--- config.mk ---
export PLATFORM = sky130hd
export DESIGN_NAME = disp_scan_ctrl
export DESIGN_NICKNAME = d
export VERILOG_FILES = /design/src/rtl/disp_pkg.sv /design/src/rtl/disp_scan_ctrl_seg7_dec.sv /design/src/rtl/disp_scan_ctrl.sv
export SDC_FILE = /design/constraint.sdc
export NUM_CORES = 1
export LEC_CHECK = 0
export ABC_AREA = 1
export BUFFER_PORTS_ARGS = -buffer_cell sky130_fd_sc_hd__buf_2
export CAP_MARGIN = 40
export CORE_UTILIZATION = 40
export DETAILED_ROUTE_END_ITERATION = 16
export PLACE_DENSITY_LB_ADDON = 0.12
export SLEW_MARGIN = 15
export SYNTH_ARGS = -nofsm -noshare
export SYNTH_HDL_FRONTEND = slang
export SYNTH_SLANG_ARGS = --single-unit
--- constraint.sdc ---
create_clock -name clk -period 2.4 [get_ports clk]
set_clock_uncertainty 0.1 [all_clocks]
set_input_delay 0.24 -clock clk [delete_from_list [all_inputs] [get_ports clk]]
set_output_delay 0.24 -clock clk [all_outputs]
set_load 0.01 [all_outputs]
--- src/rtl/disp_pkg.sv ---
`default_nettype none
// ---------------------------------------------------------------------------
// disp_pkg : shared state encoding, digit selects and segment table for the
//            two-digit scan controller.              Rev 1.0
// ---------------------------------------------------------------------------
package disp_pkg;

  typedef enum logic [2:0] {
    OFF  = 3'd0,
    DIG0 = 3'd1,
    GAP0 = 3'd2,
    DIG1 = 3'd3,
    GAP1 = 3'd4
  } scan_state_t;

  localparam logic [1:0] DSEL_NONE = 2'b00;
  localparam logic [1:0] DSEL_0    = 2'b01;
  localparam logic [1:0] DSEL_1    = 2'b10;

  localparam logic [6:0] SEG_BLANK = 7'h00;

  // Segment order {g,f,e,d,c,b,a}; entry 0 is the rightmost element.
  localparam logic [15:0][6:0] SEG_LUT = {
    7'h71, 7'h79, 7'h5E, 7'h39, 7'h7C, 7'h77, 7'h6F, 7'h7F,
    7'h07, 7'h7D, 7'h6D, 7'h66, 7'h4F, 7'h5B, 7'h06, 7'h3F
  };

  function automatic logic [6:0] hex_to_seg(input logic [3:0] nib);
    return SEG_LUT[nib];
  endfunction

endpackage
`default_nettype wire

--- src/rtl/disp_scan_ctrl_seg7_dec.sv ---
`default_nettype none
// ---------------------------------------------------------------------------
// seg7_dec : combinational hex nibble to seven-segment decoder.   Rev 1.0
// ---------------------------------------------------------------------------
module seg7_dec
  import disp_pkg::*;
(
  input  logic [3:0] hex,
  output logic [6:0] seg
);

  assign seg = hex_to_seg(hex);

endmodule
`default_nettype wire

--- src/rtl/disp_scan_ctrl.sv ---
`default_nettype none
// ---------------------------------------------------------------------------
// disp_scan_ctrl : two-digit multiplexed display scanner with blanking gaps
//                  and a frame-synchronous shadow/active value register. Rev 1.0
// ---------------------------------------------------------------------------
module disp_scan_ctrl
  import disp_pkg::*;
#(
  parameter int unsigned DIV     = 16,
  parameter int unsigned GAP_CYC = 2
) (
  input  logic       clk,
  input  logic       rst,
  input  logic       en,
  input  logic [7:0] value,
  input  logic       load,
  output logic [1:0] d,
  output logic [6:0] seg,
  output logic       s_clk,
  output logic       pending,
  output logic       frame
);

  localparam logic [15:0] DIV_LAST = 16'(DIV - 1);
  localparam logic [7:0]  GAP_LAST = 8'(GAP_CYC - 1);

  scan_state_t state;
  scan_state_t nxt_state;

  logic [15:0] pre_cnt;
  logic [7:0]  gap_cnt;
  logic [7:0]  shadow;
  logic [7:0]  active;

  logic        xfer;
  logic        frame_set;
  logic        in_dig;
  logic        in_gap;

  logic [3:0]  nib;
  logic        dig_on;
  logic [6:0]  dec_seg;

  always_comb begin
    nxt_state = state;
    case (state)
      OFF:     nxt_state = DIG0;
      DIG0:    if (pre_cnt == DIV_LAST) nxt_state = GAP0;
      GAP0:    if (gap_cnt == GAP_LAST) nxt_state = DIG1;
      DIG1:    if (pre_cnt == DIV_LAST) nxt_state = GAP1;
      GAP1:    if (gap_cnt == GAP_LAST) nxt_state = DIG0;
      default: nxt_state = OFF;
    endcase
    if (!en) nxt_state = OFF;
  end

  always_comb begin
    in_dig = (state == DIG0) || (state == DIG1);
    in_gap = (state == GAP0) || (state == GAP1);
    // Active only moves at a frame boundary or while dark, so a frame never tears.
    xfer = ((nxt_state == DIG0) && ((state == OFF) || (state == GAP1))) ||
           ((state == OFF) && pending);
    frame_set = (state == GAP1) && (nxt_state == DIG0) && pending;
  end

  always_ff @(posedge clk or posedge rst) begin
    if (rst) begin
      state   <= OFF;
      pre_cnt <= '0;
      gap_cnt <= '0;
      frame   <= 1'b0;
    end else begin
      state   <= nxt_state;
      pre_cnt <= (in_dig && (nxt_state == state)) ? pre_cnt + 16'd1 : 16'd0;
      gap_cnt <= (in_gap && (nxt_state == state)) ? gap_cnt + 8'd1 : 8'd0;
      frame   <= frame_set;
    end
  end

  // On a load/transfer collision active takes the old shadow and pending stays set.
  always_ff @(posedge clk or posedge rst) begin
    if (rst) begin
      shadow  <= '0;
      active  <= '0;
      pending <= 1'b0;
    end else begin
      if (xfer) active <= shadow;
      if (load) shadow <= value;
      if (load) begin
        pending <= 1'b1;
      end else if (xfer) begin
        pending <= 1'b0;
      end
    end
  end

  always_comb begin
    d      = DSEL_NONE;
    s_clk  = 1'b0;
    nib    = active[3:0];
    dig_on = 1'b0;
    case (state)
      DIG0: begin
        d      = DSEL_0;
        dig_on = 1'b1;
      end
      DIG1: begin
        d      = DSEL_1;
        s_clk  = 1'b1;
        nib    = active[7:4];
        dig_on = 1'b1;
      end
      GAP1:    s_clk = 1'b1;
      default: ;
    endcase
  end

  seg7_dec u_dec (
    .hex (nib),
    .seg (dec_seg)
  );

  assign seg = dig_on ? dec_seg : SEG_BLANK;

endmodule
`default_nettype wire

After elaboration in Yosys (flattened, before gate mapping)
Memories as Yosys holds them, arrays and structs flattened.
Cells that the tools add are included.
- flip-flop bits (word level): 45
- latch bits: 0
- bits in writable memories: 0
- ROM bits: 112
- bits of input ports: 12
- output and inout port bits: 12
- memories: 1
- add/sub/neg operators: 2
- multiply operators: 0
- divide/modulo/power cells: 0
- order comparisons: 1
- eq/ne operators: 8
- shifts and indexed selects: 0
- multiplexer cells: 16
- bitwise gates (word level): 0
- reduce and logical (&&, ||, !) cells: 14
- memory list (name ; depth ; bits a word ; read ports ; clocked after Yosys merged registers in ; write ports ; line ; text):
    (no name shown) ; 16 ; 7 ; 1 ; 0 ; 0 ; disp_pkg.sv:29 ; return SEG_LUT[nib];
- operators with widths (kind ; number):
    $add 16x1->16 const B ; 1
    $eq 16x4->1 const B ; 1
    $mux 16 ; 1
    $mux 3 ; 5
    $pmux 3 s5 ; 1
    $mux 7 ; 2
    $add 8x1->8 const B ; 1
    $eq 8x1->1 const B ; 1
    $mux 8 ; 1
    $eq 3x1->1 const B ; 2
    $eq 3x2->1 const B ; 2
    $logic_and 1x1->1 ; 6
    $lt 4x5->1 const B ; 1
    $logic_or 1x1->1 ; 4
    $mux 1 ; 4
    $mux 4 ; 1
    $pmux 2 s2 ; 1
    $reduce_or 2->1 ; 2
    $eq 3x3->1 ; 1
    $eq 3x3->1 const B ; 1
    $logic_not 3->1 ; 1
    $reduce_bool 2->1 ; 1

Depth between registers and ports, before layout
Gate-level depths: netlist (run 1).
- depth after elaboration: 9
- gate-level depth with buffers: 15
- depth with buffers taken out: 15

Hierarchy
A second synthesis (run 1) with hierarchy kept.
- cells, all modules: 342
- area total of the unflattened synthesis: 2605.0 um2
- modules (own cells, without submodules) (module ; times used ; cells an instance ; area an instance (um2) ; sequential area each (um2)):
    disp_scan_ctrl ; 1 ; 290 ; 2334.7 ; 1126.1
    seg7_dec ; 1 ; 52 ; 270.3 ; 0.0

Worst setup path before layout (run 1)
OpenSTA, ideal clock, no wires.
- path type: reg2out
- start point: register state[2]
- end point: output seg[3]
- arrival time: 2.109 ns
- data required time: 2.060 ns
- path slack: -0.049 ns
- stages on the path, launching flop included: 11
- path buffers: 0
- cell sequence: dfrtp_1 -> inv_2 -> nand3_2 -> inv_2 -> or2_2 -> o21ai_0 -> inv_1 -> ha_1 -> nand2_1 -> o21ai_0 -> a211oi_1
- longest elaborated chain between the ends: 5
- elaborated cells on any way between the ends: 8
- ends and longest elaborated chain (element ; line ; text):
    start, declared ; disp_scan_ctrl.sv:27 ; scan_state_t state;
    start signal, assigned ; disp_scan_ctrl.sv:73 ; state <= nxt_state;
    $eq 3x2->1 ; disp_scan_ctrl.sv:102 ; case (state)
    $mux 4 ; disp_scan_ctrl.sv:102 ;
    $mem_v2 16x7 ; -- ;
    $mux 7 (not written as such) ; disp_pkg.sv:29 ;
    $mux 7 (*) ; disp_scan_ctrl.sv:123 ; assign seg = dig_on ? dec_seg : SEG_BLANK;
    end, declared ; disp_scan_ctrl.sv:18 ; output logic [6:0] seg,
Every way passes the cells marked *; elsewhere a longest branch is shown, timed or not. The select of a mux whose other input is x is not followed.

Worst setup path after layout (run 1)
- start point: register state[1]
- end point: output seg[3]
The elaborated chain is that of the path after synthesis.

==> impl_metrics.yaml, run 1 <==
clocking:
  ctsRootBufferMaster: "clkbuf_8"
  tritoncts: "built"
  cts_sinks: 45
  clk_latency_ns: 0.32
  clk_path_buf_depth: 2
  clk_pin_slew_ns: 0.10
  cts-buffers-inserted: 5
  htreeDepth: 2
job:
  cap_violations: 0
sta:
  finalWorstSetupSlack_ns: 0.0673
  finalCritPeriodShare_pct: 97.2
  max_freq_ghz: 0.429
  worst_pin_slew_ns: 0.390
  slew_headroom_pct: 74.0
  slew_violations: 0
  whs_ns: 0.00958
  tns_ns: 0
  finalSetupViolCount: 0
  rsz0062_at_grt: "yes"
  hold_viol_final: 0
  fin_crit_ns: 2.33
route:
  drc: 0
  dr.pass1.iters: 4
  wl_met3_um: 137
  wl_per_cell_um: 12.1
  vias: 2043
  viasPerCell: 4.71
  met2WireLength_um: 2540
  postRouteAntennaNets: 0
  met1_length_um: 2470
  topRoutingLayerUsed: "met4"
  wl_um: 5240
  first_iter_violations: 73
yosys:
  synth_area_leaders: "dfrtp_1 (45%), nand2_1 (13%), xor2_1 (5.7%)"
  ys_ff_latch: 45
  synth_top_area_share_pct: 45.5
  syn_inst: 308
  synth.yosys.seq_area_share_pct: 45.5
  synth-main-ff-cell: "dfrtp_1"
  syn_avg_cell_area_sq_um: 8.04
  synth_top_area_cell: "dfrtp_1"
  async_flop_share_pct: 100
  netlist_area_sq_um: 2480
  syn_nets: 329
  synth_edf_count: 0
  synth_warnings: 0
  synth_cell_types: 30
final_layout:
  drive_gt1_share_pct: 29.0
  final_util_pct: 52.7
  n_fill_cell: 589
  area_delta_synth_final_pct: 26.7
  antenna_cells: 0
  layout.nets: 379
  multiInputGateArea_sq_um: 1370
  final_area_sq_um: 3140
  seq_area_sq_um: 1130
floorplan:
  fp.dieH_um: 80.7
  floorplan.die.width_um: 80.7
  start_util_pct: 41.6
  dieArea_sq_um: 6510
  core-area_sq_um: 5960
  rows: 28
  num_io_pins: 24
global_route:
  grt_pass1_wl_um: 8870
  track_usage_pct: 17.8
  gr-total-overflow: 0
  grt_max_degree: 17
  antenna_found_initial: 0
  first_global_vias: 1968
setup_path:
  cp.required_ns: 2.06
  critPathArrivalTime_ns: 1.99
  reg2reg_from: "pre_cnt[0]"
  cp-start-kind: "flip-flop"
  startpoint: "state[1]"
  critical_path_class: "reg -> out"
  crit_fanout: 4
  end_kind: "primary output"
placed_design:
  dpl-instance-area_sq_um: 2760
  place.gp.congestion: 0.797
  dp_slack_ns: 0.145
  port_buffers: 23
  dp_hpwl_um: 3670
power:
  powerDensity_nw_per_um2: 586
  power_frac_clock_pct: 33.3
  p_comb_share_pct: 21.6
  power_frac_seq_pct: 45.0
  switching_share_pct: 30.0
  leakage_nw: 1.54
  p_sw_w: 0.000552
  internal-power_w: 0.00129
  peakVddDrop_mv: 0.326
min_path:
  hold_start: "value[1]"
  holdCritPathClass: "in -> reg"
outcome:
  status: "complete, no violations"
==> per-stage QoR <==
step                cells  power, W
finish                434   0.00184
global route          434   0.00194
CTS                   428   0.00177
detailed placement    415   0.00113
global placement      415   0.00113
floorplan             308   0.00103
==> registers in the layout, summed over array words and instances, names as in the netlist <==
| signal | flops |
|---|---|
| pre_cnt | 16 |
| active | 8 |
| gap_cnt | 8 |
| shadow | 8 |
| state | 3 |
| frame | 1 |
| pending | 1 |
==> power groups by stage <==
stage	clock network [W]	registers, W	logic, W
4_1_cts	0.000633	0.000825	0.000314
3_5_place_dp	0	0.000838	0.000291
3_3_place_gp	0	0.000838	0.000289
6_report	0.000613	0.000828	0.000398
5_1_grt	0.000660	0.000834	0.000448
2_1_floorplan	0	0.000832	0.000199
==> per-layer routing <==
layer | GRT usage (%) | up-vias
met1 | 22.6 | 934
met2 | 29.2 | 25
li1 | - | 1077
met3 | 2.95 | 7
met4 | 8.39 | 0
met5 | 0 | -
==> critical path, stage by stage (launching register included) <==
cell,delay (ns)
dfrtp_1,0.43
nand3_4,0.09
inv_4,0.04
or2_4,0.22
o21a_4,0.13
buf_6,0.13
ha_1,0.19
nand2_2,0.09
a21oi_2,0.07
a211oi_2,0.13
buf_2,0.15
==> cells in the final DEF, fill, tap and decap left out, types with 6 or more instances in the layout <==
master | netlist | final
nand3_1 | 22 | 20
nand3_2 | 5 | 6
dfrtp_1 | 45 | 45
buf_2 | 0 | 23
inv_1 | 28 | 23
buf_4 | 0 | 17
nand2_2 | 3 | 6
nor2_2 | 11 | 11
xor2_1 | 16 | 15
nor2_1 | 34 | 34
nand2_1 | 88 | 82
==> final cells by class <==
class / count / share of cell area, %
repair buffers: 46 / 9.85
inverters: 31 / 3.99
clock inverters: 3 / 1.52
clock buffers: 5 / 2.19
multi-input cells: 229 / 43.6
well taps: 75 / 2.99
flip-flops and latches: 45 / 35.9
==> Yosys cell counts, types with 3 or more instances <==
cell,number
nand2_1,88
nor2_2,11
nand4_1,4
nand3_2,5
nand2_2,3
inv_1,28
a21oi_1,5
nor4_1,3
dfrtp_1,45
o21ai_0,9
nor2_1,34
nor3_1,4
xnor2_1,3
nand3_1,22
xor2_1,16
ha_1,9
==> logic make-up (layout without fill, tap and decap cells) <==
logic type                 Yosys count  count (layout)  synth area share (%)
DFF                                 45              45                  45.5
AOI/OAI and AO/OA                   24              24                  5.66
adders and majority gates            9               9                  4.55
xor gates and xnor gates            19              19                  6.72
buffers and inverters               34              85                  5.76
and+or+nand+nor                    177             177                  31.9
==> timing repair <==
| item | in CTS | in global routing |
|---|---|---|
| setup endpoints to repair | 6 | 16 |
| gates resized for setup | 11 | 37 |
| endpoints found under the hold margin | 14 | 0 |
| buffers inserted | 4 | 6 |
| hold buffers | 1 | 0 |
| pin swaps | 2 | 7 |
==> path summary, 6_finish.rpt <==
path / endpoint / cells after the start / slack (ns)
min in group asynchronous: shadow[0] / 3 / 0.30
setup / recovery: seg[3] / 10 / 0.07
max in group asynchronous: pre_cnt[8] / 4 / 1.36
setup reg to reg: pre_cnt[4] / 10 / 0.24
hold / removal: shadow[1] / 3 / 0.01
hold reg to reg: active[7] / 2 / 0.38
Note: power is estimated with default switching activity, not from simulation.
==> run 2, diff against run 1 <==
--- a/config.mk
+++ b/config.mk
@@ -6,10 +6,11 @@
 export NUM_CORES = 1
 export LEC_CHECK = 0
 export ABC_AREA = 1
-export BUFFER_PORTS_ARGS = -buffer_cell sky130_fd_sc_hd__buf_2
+export BUFFER_PORTS_ARGS = -buffer_cell sky130_fd_sc_hd__buf_4
 export CAP_MARGIN = 40
 export CORE_UTILIZATION = 40
 export DETAILED_ROUTE_END_ITERATION = 16
+export GPL_TIMING_DRIVEN = 0
 export PLACE_DENSITY_LB_ADDON = 0.12
 export SLEW_MARGIN = 15
 export SYNTH_ARGS = -nofsm -noshare
==> impl_metrics.yaml, run 2 (synthesized netlist as in run 1, its figures left out) <==
outcome:
  status: "finished, violations left"
  violations: "setup timing"
power:
  internal-power_w: 0.00117
  leakage_nw: 1.50
  peakVddDrop_mv: 0.296
  p_sw_w: 0.000500
  powerDensity_nw_per_um2: 531
  switching_share_pct: 30.0
  power_frac_clock_pct: 28.0
  power_frac_seq_pct: 49.8
  p_comb_share_pct: 22.3
sta:
  finalSetupViolCount: 1
  hold_viol_final: 0
  rsz0062_at_grt: "yes"
  slew_headroom_pct: 74.4
  slew_violations: 0
  fin_crit_ns: 2.40
  max_freq_ghz: 0.416
  finalWorstSetupSlack_ns: -0.00228
  finalCritPeriodShare_pct: 100
  worst_pin_slew_ns: 0.384
setup_path:
  critPathArrivalTime_ns: 2.06
  crit_fanout: 5
  critical_path_class: "reg -> out"
  critPathBufInv: 3
  cp.required_ns: 2.06
  crit_chain: "nand3_4 -> inv_4 -> or2_4 -> o21ai_4 -> inv_2 -> ha_4 -> nand3_2 -> nand2_2 -> a311oi_2 -> buf_4"
  cp_top_family: "simple AND/OR/NAND/NOR gates"
  slowest_stage: "dfrtp_2"
  end_kind: "primary output"
  cpPeakStageDelay_ns: 0.43
  cp-start-kind: "flip-flop"
global_route:
  gr-total-overflow: 0
  grt_pass1_wl_um: 8560
  first_global_vias: 1932
  grt_max_degree: 30
  track_usage_pct: 16.9
  antenna_found_initial: 0
floorplan:
  dieArea_sq_um: 6510
  num_io_pins: 24
  start_util_pct: 41.6
  core-area_sq_um: 5960
  fp.dieH_um: 80.7
  rows: 28
  floorplan.die.width_um: 80.7
clocking:
  ctsRootBufferMaster: "clkbuf_8"
  clk_pin_slew_ns: 0.09
  clk_path_buf_depth: 2
  cts_sinks: 45
  clk_latency_ns: 0.30
  tritoncts: "built"
  cts-buffers-inserted: 5
  htreeDepth: 2
final_layout:
  antenna_cells: 0
  largest_reg_flops: 16
  area_delta_synth_final_pct: 26.5
  layout_commonest_cell: "nand2_1"
  n_fill_cell: 595
  largest-register: "pre_cnt"
  final_cell_mix: "nand2_1 (85), dfrtp_1 (41), buf_4 (38)"
  drive_gt1_share_pct: 27.5
  layout.nets: 377
  multiInputGateArea_sq_um: 1350
  final_area_sq_um: 3130
  seq_area_sq_um: 1130
  fin_cells: 432
route:
  dr.pass1.iters: 4
  wl_per_cell_um: 11.5
  first_iter_violations: 85
  drc: 0
  postRouteAntennaNets: 0
  wl_um: 4990
  vias: 2046
  viasPerCell: 4.74
job:
  cap_violations: 0
placed_design:
  dp.cells: 406
  place.gp.congestion: 0.817
  dpl-instance-area_sq_um: 2770
  dp_hpwl_um: 3520
  port_buffers: 22
min_path:
  holdCritPathClass: "in -> reg"
-- run 2: changes by cell type in the layout (fill, tap and decap cells not counted), sizes merged --
cell	change
buf	-3
inv	-1
clkbuf	+2
clkinvlp	+1
bufinv	-1
-- run 2: timing repair --
action                                  in CTS  in global routing
endpoints found under the setup margin       7                 26
endpoints found under the hold margin       16                  0
pin swaps                                    6                  4
setup buffers                               12                  5
hold buffers                                 1                  0
gates resized for setup                     28                 12
-- run 2: cell type report --
| cell class | instances | share of cell area, % |
|---|---|---|
| Multi-Input combinational cell | 229 | 42.9 |
| Clock inverter | 2 | 0.479 |
| Clock buffer | 6 | 2.32 |
| Sequential cell | 45 | 36.1 |
| Tap cell | 75 | 2.99 |
| Inverter | 31 | 3.95 |
| Timing Repair Buffer | 41 | 10.4 |
| Buffer | 3 | 0.838 |
-- run 2: layer usage --
| metal | wire (um) | vias to the layer above | global-route usage, % |
|---|---|---|---|
| met1 | 2570 | 938 | 23.2 |
| met4 | 0 | 0 | 3.21 |
| met3 | 127 | 0 | 3.41 |
| met5 | 0 | - | 0 |
| met2 | 2290 | 32 | 27.8 |
| li1 | - | 1076 | - |
-- run 2: worst paths after layout --
kind	start	end	slack, ns	cells past startpoint
max in group asynchronous	rst	state[0]	1.32	4
max	state[1]	seg[0]	-0.002	10
min	value[0]	shadow[0]	0.03	3
min in group asynchronous	rst	frame	0.38	3
max reg2reg	pre_cnt[0]	pre_cnt[13]	0.26	10
min reg2reg	shadow[6]	shadow[6]	0.38	2
-- run 2: power by group through the flow --
stage               clock [W]  sequential [W]  combinational (W)
finish               0.000466        0.000829           0.000371
global route         0.000523        0.000835           0.000419
CTS                  0.000490        0.000827           0.000351
detailed placement          0        0.000839           0.000292
global placement            0        0.000838           0.000284
floorplan                   0        0.000832           0.000199
-- run 2: through the flow --
step           setup TNS (ns)  util, %  setup WS [ns]  hold slack, ns  total power (W)
3_3_place_gp            -1.68     46.1         -0.385           0.338          0.00112
2_1_floorplan               0        -         0.0148           0.252          0.00103
5_1_grt                -0.470     52.6         -0.116          0.0282          0.00178
4_1_cts                     0     51.2        0.00143          0.0230          0.00167
3_5_place_dp            -2.02     46.5         -0.427           0.149          0.00113
6_report             -0.00228     52.6       -0.00228          0.0307          0.00167
-- run 2: tightest hold or removal path: stages --
cell and delay (ns):
buf_4 0.07, nand2_1 0.03, nand2_1 0.05
==> run 3, diff against run 2 <==
--- a/config.mk
+++ b/config.mk
@@ -11,7 +11,6 @@
 export CORE_UTILIZATION = 40
 export DETAILED_ROUTE_END_ITERATION = 16
 export GPL_TIMING_DRIVEN = 0
-export PLACE_DENSITY_LB_ADDON = 0.12
 export SLEW_MARGIN = 15
 export SYNTH_ARGS = -nofsm -noshare
 export SYNTH_HDL_FRONTEND = slang
==> impl_metrics.yaml, run 3 (synthesized netlist as in run 1, its figures left out) <==
floorplan:
  floorplan.die.width_um: 80.7
  start_util_pct: 41.6
  dieArea_sq_um: 6510
  rows: 28
  core-area_sq_um: 5960
  fp.dieH_um: 80.7
  num_io_pins: 24
route:
  drc: 0
  first_iter_violations: 67
  dr.pass1.iters: 4
  wl_um: 5020
  wl_per_cell_um: 11.7
  vias: 2068
  viasPerCell: 4.82
  postRouteAntennaNets: 0
sta:
  rsz0062_at_grt: "yes"
  slew_violations: 0
  hold_viol_final: 0
  slew_headroom_pct: 70.9
  finalSetupViolCount: 0
  worst_pin_slew_ns: 0.436
  fin_crit_ns: 2.38
  finalWorstSetupSlack_ns: 0.0197
  max_freq_ghz: 0.420
  finalCritPeriodShare_pct: 99.2
clocking:
  clk_latency_ns: 0.30
  htreeDepth: 2
  clk_path_buf_depth: 2
  cts-buffers-inserted: 5
  clk_pin_slew_ns: 0.08
  cts_sinks: 45
  tritoncts: "built"
  ctsRootBufferMaster: "clkbuf_8"
setup_path:
  crit_fanout: 6
  critPathBufInv: 4
  cp.required_ns: 2.06
  end_kind: "primary output"
  crit_chain: "inv_4 -> nand3_4 -> buf_12 -> o21ai_4 -> inv_2 -> ha_2 -> nand2_2 -> o21ai_0 -> a21oi_1 -> buf_4"
  cp-start-kind: "flip-flop"
  critPathArrivalTime_ns: 2.04
  cpPeakStageDelay_ns: 0.43
  cp_top_family: "buffers and inverters"
  slowest_stage: "dfrtp_2"
  critical_path_class: "reg -> out"
job:
  cap_violations: 0
global_route:
  gr-total-overflow: 0
  grt_max_degree: 30
  antenna_found_initial: 0
  first_global_vias: 1973
  track_usage_pct: 16.9
  grt_pass1_wl_um: 8520
final_layout:
  drive_gt1_share_pct: 28.0
  largest-register: "pre_cnt"
  final_area_sq_um: 3140
  area_delta_synth_final_pct: 26.9
  layout_commonest_cell: "nand2_1"
  largest_reg_flops: 16
  layout.nets: 375
  antenna_cells: 0
  final_cell_mix: "nand2_1 (83), dfrtp_1 (42), buf_4 (35)"
power:
  powerDensity_nw_per_um2: 542
  peakVddDrop_mv: 0.317
  leakage_nw: 1.51
placed_design:
  dpl-instance-area_sq_um: 2770
  port_buffers: 22
  place.gp.congestion: 0.847
  dp_slack_ns: -0.394
  dp_hpwl_um: 3480
outcome:
  status: "complete, no violations"
min_path:
  holdCritPathClass: "in -> reg"
[run 3: worst register-to-register path: stages (launching register included)]
cell and delay, ns:
dfrtp_2 0.44, buf_4 0.16, nor2_1 0.23, nand2_1 0.15, nand2_1 0.13, nand2_1 0.08, nand3_2 0.07, nand2_1 0.07
nand2_1 0.06, nand2_1 0.06, nor2_2 0.13, nand3_2 0.17, buf_6 0.21, nor2_2 0.07
[run 3: cell type report]
class	instances	area (sq um)
Fill cell	578	2810
Multi-Input combinational cell	229	1350
Sequential cell	45	1130
Timing Repair Buffer	39	324
Inverter	31	126
Tap cell	75	93.8
Clock buffer	6	82.6
Buffer	3	26.3
Clock inverter	1	7.51
[run 3: worst paths after layout]
| check | from | depth (start not counted) | slack (ns) | end |
|---|---|---|---|---|
| min in group asynchronous | rst | 3 | 0.38 | pre_cnt[11] |
| worst max-delay path | state[2] | 10 | 0.02 | seg[6] |
| worst min-delay path | value[0] | 3 | 0.03 | shadow[0] |
| worst max register to register | state[1] | 13 | 0.20 | pre_cnt[5] |
| max in group asynchronous | rst | 4 | 1.32 | state[2] |
| worst min register to register | shadow[6] | 2 | 0.38 | shadow[6] |
[run 3: metal layers]
metal	vias to the layer above	wire length (um)	GRT usage, %
li1	1075	-	-
met1	955	2370	20.3
met2	30	2420	29.4
met3	8	178	4.66
met4	0	53	5.18
met5	-	0	0
[run 3: power breakdown]
group	switching, W	internal (W)	leakage (nW)	total [W]
Clock	0.000251	0.000228	0.0433	0.000479
Sequential	0.0000301	0.000798	0.592	0.000829
Combinational	0.000224	0.000172	0.875	0.000396
Total	0.000505	0.00120	1.51	0.00170
[run 3: repair_timing]
action                     4_1_cts  5_1_grt
pin swaps                        4        9
hold endpoints to repair        16        0
hold buffers                     1        0
setup buffers                   10        5
gates resized for setup         25       18
setup endpoints to repair        7        8
[run 3: stage by stage]
step                hold slack [ns]  std cells  setup TNS (ns)  utilization (%)  power, W
floorplan                     0.252        308               0                -   0.00103
global placement              0.338        405           -1.61             46.1   0.00112
detailed placement            0.153        406           -1.76             46.5   0.00113
CTS                          0.0190        424               0             51.2   0.00168
global route                 0.0325        429          -0.562             52.8   0.00180
finish                       0.0318        429               0             52.8   0.00170
